## config.mk

```make
export PLATFORM = sky130hd
export DESIGN_NAME = two_phase_latch_clock_flat
export DESIGN_NICKNAME = d
export VERILOG_FILES = /design/src/rtl/two_phase_latch_clock_pkg.sv /design/src/rtl/two_phase_latch_clock_if.sv /design/src/rtl/two_phase_latch_clock_phase_counter.sv /design/src/rtl/two_phase_latch_clock.sv /design/src/flat_wrapper.sv
export SDC_FILE = /design/constraint.sdc
export NUM_CORES = 1
export LEC_CHECK = 0
export ABC_AREA = 1
export BUFFER_PORTS_ARGS = -buffer_cell sky130_fd_sc_hd__buf_4
export CORE_ASPECT_RATIO = 0.8
export CORE_MARGIN = 8
export CORE_UTILIZATION = 35
export CTS_CLUSTER_SIZE = 40
export DETAILED_ROUTE_END_ITERATION = 8
export PLACE_DENSITY = 0.64
export SYNTH_ARGS = -nofsm -noshare
export SYNTH_HDL_FRONTEND = slang
export SYNTH_SLANG_ARGS = --single-unit
```

## constraint.sdc

```tcl
create_clock -name ck -period 2 [get_ports ck]
set_clock_uncertainty 0.05 [all_clocks]
set_input_delay 0.1 -clock ck [delete_from_list [all_inputs] [get_ports ck]]
set_output_delay 0.1 -clock ck [all_outputs]
set_load 0.1 [all_outputs]
```

## src/rtl/two_phase_latch_clock_pkg.sv

```systemverilog
// two_phase_pkg: shared FSM state encoding and default counter width for the two-phase latch clock
package two_phase_pkg;
  localparam int CW_DEF = 4;
  typedef enum logic [2:0] {IDLE, PH1, GAP1, PH2, GAP2} state_t;
endpackage

```

## src/rtl/two_phase_latch_clock_if.sv

```systemverilog
// two_phase_latch_clock_if: run/config inputs (en, hi_len, gap_len) and phase outputs (phi1, phi2, frame_done, active)
interface two_phase_latch_clock_if #(parameter int CW = two_phase_pkg::CW_DEF);
  logic en;
  logic [CW-1:0] hi_len;
  logic [CW-1:0] gap_len;
  logic phi1;
  logic phi2;
  logic frame_done;
  logic active;
  modport master(output en, hi_len, gap_len, input phi1, phi2, frame_done, active);
  modport slave(input en, hi_len, gap_len, output phi1, phi2, frame_done, active);
endinterface

```

## src/rtl/two_phase_latch_clock_phase_counter.sv

```systemverilog
// phase_counter: loadable down-counter (ck, rst_n, load, load_val, dec) with zero decoded from the register
module phase_counter #(parameter int CW = 4) (
  input  logic          ck,
  input  logic          rst_n,
  input  logic          load,
  input  logic [CW-1:0] load_val,
  input  logic          dec,
  output logic          zero
);
  logic [CW-1:0] cnt;
  always_ff @(posedge ck or negedge rst_n)
    if (!rst_n) cnt <= '0;
    else if (load) cnt <= load_val;
    else if (dec) cnt <= cnt - CW'(1);
  assign zero = cnt == '0;
endmodule

```

## src/rtl/two_phase_latch_clock.sv

```systemverilog
// two_phase_latch_clock: non-overlapping phi1/phi2 latch enables from ck; ports ck, rst_n, bus (en, hi_len, gap_len -> phi1, phi2, frame_done, active)
module two_phase_latch_clock import two_phase_pkg::*; #(parameter int CW = CW_DEF) (
  input logic ck,
  input logic rst_n,
  two_phase_latch_clock_if.slave bus
);
  state_t state, nxt;
  logic [CW-1:0] hi_q, gap_q, load_val, eff_hi, eff_gap;
  logic load, dec, zero, start;
  assign eff_hi  = bus.hi_len  == '0 ? CW'(1) : bus.hi_len;
  assign eff_gap = bus.gap_len == '0 ? CW'(1) : bus.gap_len;
  phase_counter #(.CW(CW)) u_cnt (
    .ck      (ck),
    .rst_n   (rst_n),
    .load    (load),
    .load_val(load_val),
    .dec     (dec),
    .zero    (zero)
  );
  always_comb begin
    nxt      = state;
    start    = 1'b0;
    load     = 1'b0;
    dec      = 1'b0;
    load_val = eff_hi - CW'(1);
    case (state)
      IDLE: begin
        start = bus.en;
        load  = bus.en;
        nxt   = bus.en ? PH1 : IDLE;
      end
      PH1: begin
        load     = zero;
        dec      = !zero;
        load_val = gap_q - CW'(1);
        nxt      = zero ? GAP1 : PH1;
      end
      GAP1: begin
        load     = zero;
        dec      = !zero;
        load_val = hi_q - CW'(1);
        nxt      = zero ? PH2 : GAP1;
      end
      PH2: begin
        load     = zero;
        dec      = !zero;
        load_val = gap_q - CW'(1);
        nxt      = zero ? GAP2 : PH2;
      end
      GAP2: begin
        start = zero && bus.en;
        load  = zero && bus.en;
        dec   = !zero;
        nxt   = !zero ? GAP2 : bus.en ? PH1 : IDLE;
      end
      default: nxt = IDLE;
    endcase
  end
  always_ff @(posedge ck or negedge rst_n)
    if (!rst_n) begin
      state          <= IDLE;
      hi_q           <= '0;
      gap_q          <= '0;
      bus.phi1       <= 1'b0;
      bus.phi2       <= 1'b0;
      bus.frame_done <= 1'b0;
      bus.active     <= 1'b0;
    end else begin
      state          <= nxt;
      hi_q           <= start ? eff_hi : hi_q;
      gap_q          <= start ? eff_gap : gap_q;
      bus.phi1       <= nxt == PH1;
      bus.phi2       <= nxt == PH2;
      bus.frame_done <= state == GAP2 && zero;
      bus.active     <= nxt != IDLE;
    end
endmodule

```

## src/flat_wrapper.sv

```systemverilog
// flat-port wrapper written by rule: the top's interface ports become plain ports
module two_phase_latch_clock_flat import two_phase_pkg::*;
#(parameter int CW = CW_DEF)
  (ck, rst_n, bus_en, bus_hi_len, bus_gap_len, bus_phi1, bus_phi2, bus_frame_done, bus_active);
  two_phase_latch_clock_if #(.CW(CW)) bus_i ();
  input logic ck;
  input logic rst_n;
  input wire logic [$bits(bus_i.en)-1:0] bus_en;
  input wire logic [$bits(bus_i.hi_len)-1:0] bus_hi_len;
  input wire logic [$bits(bus_i.gap_len)-1:0] bus_gap_len;
  output wire logic [$bits(bus_i.phi1)-1:0] bus_phi1;
  output wire logic [$bits(bus_i.phi2)-1:0] bus_phi2;
  output wire logic [$bits(bus_i.frame_done)-1:0] bus_frame_done;
  output wire logic [$bits(bus_i.active)-1:0] bus_active;
  assign bus_i.en = bus_en;
  assign bus_i.hi_len = bus_hi_len;
  assign bus_i.gap_len = bus_gap_len;
  assign bus_phi1 = bus_i.phi1;
  assign bus_phi2 = bus_i.phi2;
  assign bus_frame_done = bus_i.frame_done;
  assign bus_active = bus_i.active;
  two_phase_latch_clock #(.CW(CW)) u_core (.ck(ck), .rst_n(rst_n), .bus(bus_i));
endmodule
```

==> results of run 1 <==
per-stage QoR:
stage               power, mW  instance area [um2]
floorplan                1.57                 1050
global placement         1.81                 1210
detailed placement       1.84                 1210
CTS                      2.12                 1270
global route             2.31                 1270
finish                   2.10                 1270
metal layers:
layer	GRT usage (%)	part of all wire (%)
met5	0	0
met4	2.35	1.3
met3	3.94	6.2
met2	16.6	45
met1	10.7	48
worst max-delay path, delay by kind of cell, from the launching register on:
family	cells	cell delay, ns
simple gates	6	0.72
flops	1	0.41
fa+ha+maj	1	0.18
xor+xnor	1	0.12
buf+inv	1	0.10
compound gates	1	0.08
cell usage in the layout, fill, tap and decap left out, types with 2 or more instances in the layout:
cell type	n
nand2_1	32
nand3_1	19
dfrtp_1	19
buf_4	16
inv_1	15
nor2_1	13
nand2_2	8
o21ai_0	7
inv_2	5
nor2_2	3
o21ai_1	3
a21oi_1	3
a31oi_1	3
clkbuf_8	3
nand3b_1	2
kinds of logic after synthesis:
| logic type | Yosys count | share of synthesized area (%) |
|---|---|---|
| xor gates and xnor gates | 1 | 0.831 |
| and+or+nand+nor | 81 | 36.7 |
| DFF | 19 | 45.1 |
| buffers and inverters | 22 | 8.30 |
| AOI/OAI and AO/OA | 16 | 7.95 |
| adders and majority gates | 1 | 1.19 |
state kept, by name (all words and copies together) (netlist names):
name                   flops
u_core.bus.active          1
u_core.bus.frame_done      1
u_core.bus.phi1            1
u_core.bus.phi2            1
u_core.gap_q               4
u_core.hi_q                4
u_core.state               3
u_core.u_cnt.cnt           4
cell type report:
class | count | area [um2]
multi-input cells | 99 | 492
flip-flops and latches | 19 | 475
fillers | 290 | 1540
repair buffers | 17 | 130
clock buffers | 3 | 41.3
well taps | 38 | 47.5
clock inverters | 1 | 5.00
inverters | 20 | 75.1
where the power goes:
part / leakage (nW) / total [mW] / internal [mW] / switching [mW]
clock: 0.0255 / 0.266 / 0.138 / 0.127
sequential: 0.232 / 0.663 / 0.556 / 0.108
combinational: 0.410 / 1.18 / 0.395 / 0.780
worst paths after layout:
kind,start,endpoint,slack (ns),cells after the start
min in group asynchronous,rst_n,u_core.hi_q[3],0.20,2
worst min register to register,u_core.hi_q[3],u_core.hi_q[3],0.44,2
worst min-delay path,bus_gap_len[0],u_core.gap_q[0],0.07,3
worst max register to register,u_core.u_cnt.cnt[1],u_core.u_cnt.cnt[2],0.22,10
worst max-delay path,u_core.u_cnt.cnt[1],u_core.u_cnt.cnt[2],0.22,10
max in group asynchronous,rst_n,u_core.u_cnt.cnt[0],1.51,2
==> metrics, run 1 <==
CP max FO 7; setup repair bufs after CTS 0; fin cells 197; Num CTS Buffers 3; Worst Hold Class in -> reg; post-layout net count 172; router iterations before antenna repair 4; # IOs 15; H-tree levels 1; dominant cell by count in the synthesized netlist nand2_1; Post-Syn Instances 140; Die X 77.4 um; Sink Count 19; vias in the first global route 948; hold violation total from the final report 0; post-synth top area share 45.1%; per-cell routed wire length 11.7 um; top cell types by occurrence after synthesis nand2_1, dfrtp_1, nand3_1; Max clock buf depth 2; number of synthesized flops with an enable pin 0; Post-Synthesis Cell Area 1050 um2; post-place setup slack 0.253 ns; pwr/cell area 1660 nW/um2; Max-slew headroom 81.5%; CP most frequent cell nand2_2; required time of the critical path 2.09 ns; detailed placer's ending HPWL 1840 um; CP cell instances nor2_1 > nand2_2 > inv_2 > nand2_2 > nand2_2 > nand2_1 > nand2_1 > ha_1 > xnor2_1 > a21oi_1; Synth area leader dfrtp_1; post-synthesis sequential area ratio 45.1%; layout cells sized above 1 23.9%; hold_buf cts 1; largest net degree at the start of global routing 20; Synth area leaders dfrtp_1, nand2_1, nand3_1, inv_1, nand2_2; first-pass GRT wire length 3940 um; Largest stage delay, worst path 0.41 ns; Core Util, Final 45.1%; period utilization 88.9%; Final Max Tran Viols 0; Inserted Diodes 0; Worst Tran Pin Value 0.279 ns; post-DR vias/cell 4.82; Avg Cell Area, Syn 7.53 um2; Die Ht 65.1 um; root buf cell clkbuf_8; ys flop type dfrtp_1; CORE AREA 2810 um2; Seq cells post-synth 19; routed wire length 2310 um; startpoint type of the worst setup path register; Synth Warn # 0; Total Neg Setup Slack 0 ns; share of synthesized registers carrying an async set or reset 100%; kind of critical path reg -> reg; Iter 0 DRT Violations 38; row count 17; Mapped Nets 152; post-route DRC violation count 0; antenna-violating nets left 0; TritonCTS clock tree built; Gates resized, CTS repair 0; Total Routing Usage GR 9.54%; Max VDD drop 0.615 mV; Max-Cap Viols 0; CP max stage cell dfrtp_1; CP Capture Type register; RSZ-0062 raised after global routing no; Leak 0.667 nW; Arr. time, crit path 1.87 ns; final setup violation count 0; initial antenna violation count 0; overall via count from detail_route 949; routability cong. 0.856; number of distinct library cells after synthesis 21; I/O Buffers 14; CTS clk-pin slew, worst paths 0.07 ns; Congestion Overflow GR 0; status finished clean; Inst Count DP 192; Fin Hold WS 0.0700 ns; Min Clock Period, post-route 1.78 ns; DIE AREA 5040 um2; Max Fclk 563 MHz; starting density of the core 37.6%; clk_lat worst skew 0.26 ns; area growth from synthesis to layout 20.0%; Final WS setup 0.222 ns
(Power assumes the default switching activity.)
==> run 2, diff against run 1 <==
- PLACE_DENSITY: 0.64 -> 0.66
- clock period: 2 -> 1.5 ns (I/O delays scaled with it)
==> run 2 against run 1 <==
  * The run now ends with setup timing left
  * Register-to-register slack lost 0.35 ns
  * Worst hold slack lost 0.028 ns
  * Utilization is 11 points higher
  * Non-clock buffer count increased by 31
  * Critical path depth is 1 lower
  * Die area did not move
==> metrics, run 2 (same netlist as run 1, synthesis figures left out) <==
per-cell routed wire length 12.3 um (+4.8%); Die Ht 65.1 um (unchanged); CP max FO 8 (+1); startpoint type of the worst setup path register; routed wire length 2800 um (+21%); post-route DRC violation count 0 (unchanged); CP Capture Type register; antenna-violating nets left 0 (unchanged); vias in the first global route 1070 (+13%); most common cell after layout, fill and taps aside buf_4; Largest stage delay, worst path 0.43 ns (+0.02 ns); Arr. time, crit path 1.71 ns (-0.16 ns); area growth from synthesis to layout 50.4%; Final WS setup -0.125 ns (-0.348 ns); GRT Max-Usage Layer met2; Congestion Overflow GR 0 (unchanged); DIE AREA 5040 um2 (unchanged); layout cells sized above 1 42.1% (+18 points); final setup violation count 5 (+5); Die X 77.4 um (unchanged); Iter 0 DRT Violations 40 (+5.3%); Sink Count 19 (unchanged); most frequent cells in the layout buf_4, nand2_1, dfrtp_1; Inserted Diodes 0 (unchanged); CP cell instances inv_2 > nand2_4 > nor2_4 > nand2_4 > nand3b_1 > nand2_2 > ha_2 > xnor2_1 > a21oi_1; Max Fclk 615 MHz (+9.4%); Final Max Tran Viols 0 (unchanged); row count 17 (unchanged); Fin Hold WS 0.0417 ns (-0.0284 ns); CP delay by family, top simple AND/OR/NAND/NOR gates; Seq. cell area 475 um2 (unchanged); R2R Setup Slk -0.13 ns (-0.35 ns); GRT met3 Usage 4.08% (+0.14 points); Total Routing Usage GR 11.2% (+1.7 points); Max clock buf depth 2 (unchanged); kind of critical path reg -> reg; detailed placer's ending HPWL 1980 um (+7.1%); overall via count from detail_route 1071 (+13%); root buf cell clkbuf_8; status finished with violations; global routing met2 resource utilization 19.4% (+2.8 points); RSZ-0062 raised after global routing yes; required time of the critical path 1.59 ns (-0.50 ns); TritonCTS clock tree built; post-layout net count 203 (+18%); H-tree levels 1 (unchanged); routability cong. 0.917 (+7.1%); Largest regs u_core.gap_q x4, u_core.hi_q x4, u_core.u_cnt.cnt x4; hold violation total from the final report 0 (unchanged); largest net degree at the start of global routing 20 (unchanged); starting density of the core 37.6% (unchanged); post-DR vias/cell 4.70 (-2.5%); Min Clock Period, post-route 1.63 ns (-0.152 ns); area occupied by multi-input gates 569 um2 (+16%); CTS clk-pin slew, worst paths 0.07 ns (about the same); Num CTS Buffers 3 (unchanged); CP most frequent cell nand2_4; I/O Buffers 14 (unchanged); CP max stage cell dfrtp_1; Filler cells 259 (-11%); violated checks setup timing; Max-Cap Viols 0 (unchanged); M1 GR Usage 12.7% (+2.0 points); Max-slew headroom 81.5% (about the same); first-pass GRT wire length 4600 um (+17%); post-place setup slack -0.171 ns (-0.424 ns); router iterations before antenna repair 4 (unchanged); Worst Tran Pin Value 0.280 ns (+0.00120 ns); pwr/cell area 2250 nW/um2 (+36%); Leak 0.844 nW (+27%); # IOs 15 (unchanged); initial antenna violation count 0 (unchanged); clk_lat worst skew 0.25 ns (about the same); Crit path buffers/inverters 1 (unchanged); Max VDD drop 0.889 mV (+45%); Design Power 3.58 mW (+70%); Worst Hold Class in -> reg; CORE AREA 2810 um2 (unchanged); period utilization 108% (+19 points)
-- run 2: changes by cell type in the layout (fill, tap and decap cells not counted), sizes merged --
cell    before  now
buf         16   47
clkbuf       3    4
clkinv       1    0
-- run 2: per-stage QoR --
stage	util, %	TNS [ns]	area [um2]	cells
floorplan	-	-0.0691	1060	140
global placement	49.2	-0.185	1380	214
detailed placement	49.2	-0.392	1380	214
CTS	53.4	-0.154	1500	223
global route	56.5	-0.755	1590	228
finish	56.5	-0.310	1590	228
-- run 2: worst paths after layout --
| check | from | end | cells past startpoint |
|---|---|---|---|
| setup / recovery | u_core.state[1] | u_core.u_cnt.cnt[2] | 9 |
| max in group asynchronous | rst_n | u_core.gap_q[2] | 2 |
| min in group asynchronous | rst_n | u_core.state[0] | 2 |
| setup reg to reg | u_core.state[1] | u_core.u_cnt.cnt[2] | 9 |
| hold reg to reg | u_core.hi_q[2] | u_core.hi_q[2] | 2 |
| hold / removal | bus_hi_len[0] | u_core.hi_q[0] | 3 |
-- run 2: what timing repair did --
action,CTS,global route
setup endpoints to repair,4,7
hold buffers,1,0
gates resized for setup,10,12
endpoints found under the hold margin,19,0
setup buffers,4,5
pin swaps,10,3
-- run 2: worst min-delay path: cells and delay by family --
kind                   cells  cell delay (ns)
buffers and inverters      2             0.17
AOI/OAI and AO/OA          1             0.07
-- run 2: layer usage --
metal,vias to the layer above,wire length (um)
met2,34,1410
li1,546,-
met5,-,0
met1,489,1210
met3,2,164
met4,0,12
-- run 2: final cells by class --
class                           instances  share of cell area (%)
Sequential cell                        19                    30.0
Timing Repair Buffer                   48                    23.6
Inverter                               20                    4.73
Multi-Input combinational cell         99                    35.9
Tap cell                               38                    3.00
Clock buffer                            4                    2.84
-- run 2: power by group --
| part | internal [mW] | total, mW | switching, mW |
|---|---|---|---|
| Sequential | 0.741 | 0.865 | 0.125 |
| Clock | 0.189 | 0.357 | 0.169 |
| Combinational | 1.04 | 2.35 | 1.32 |
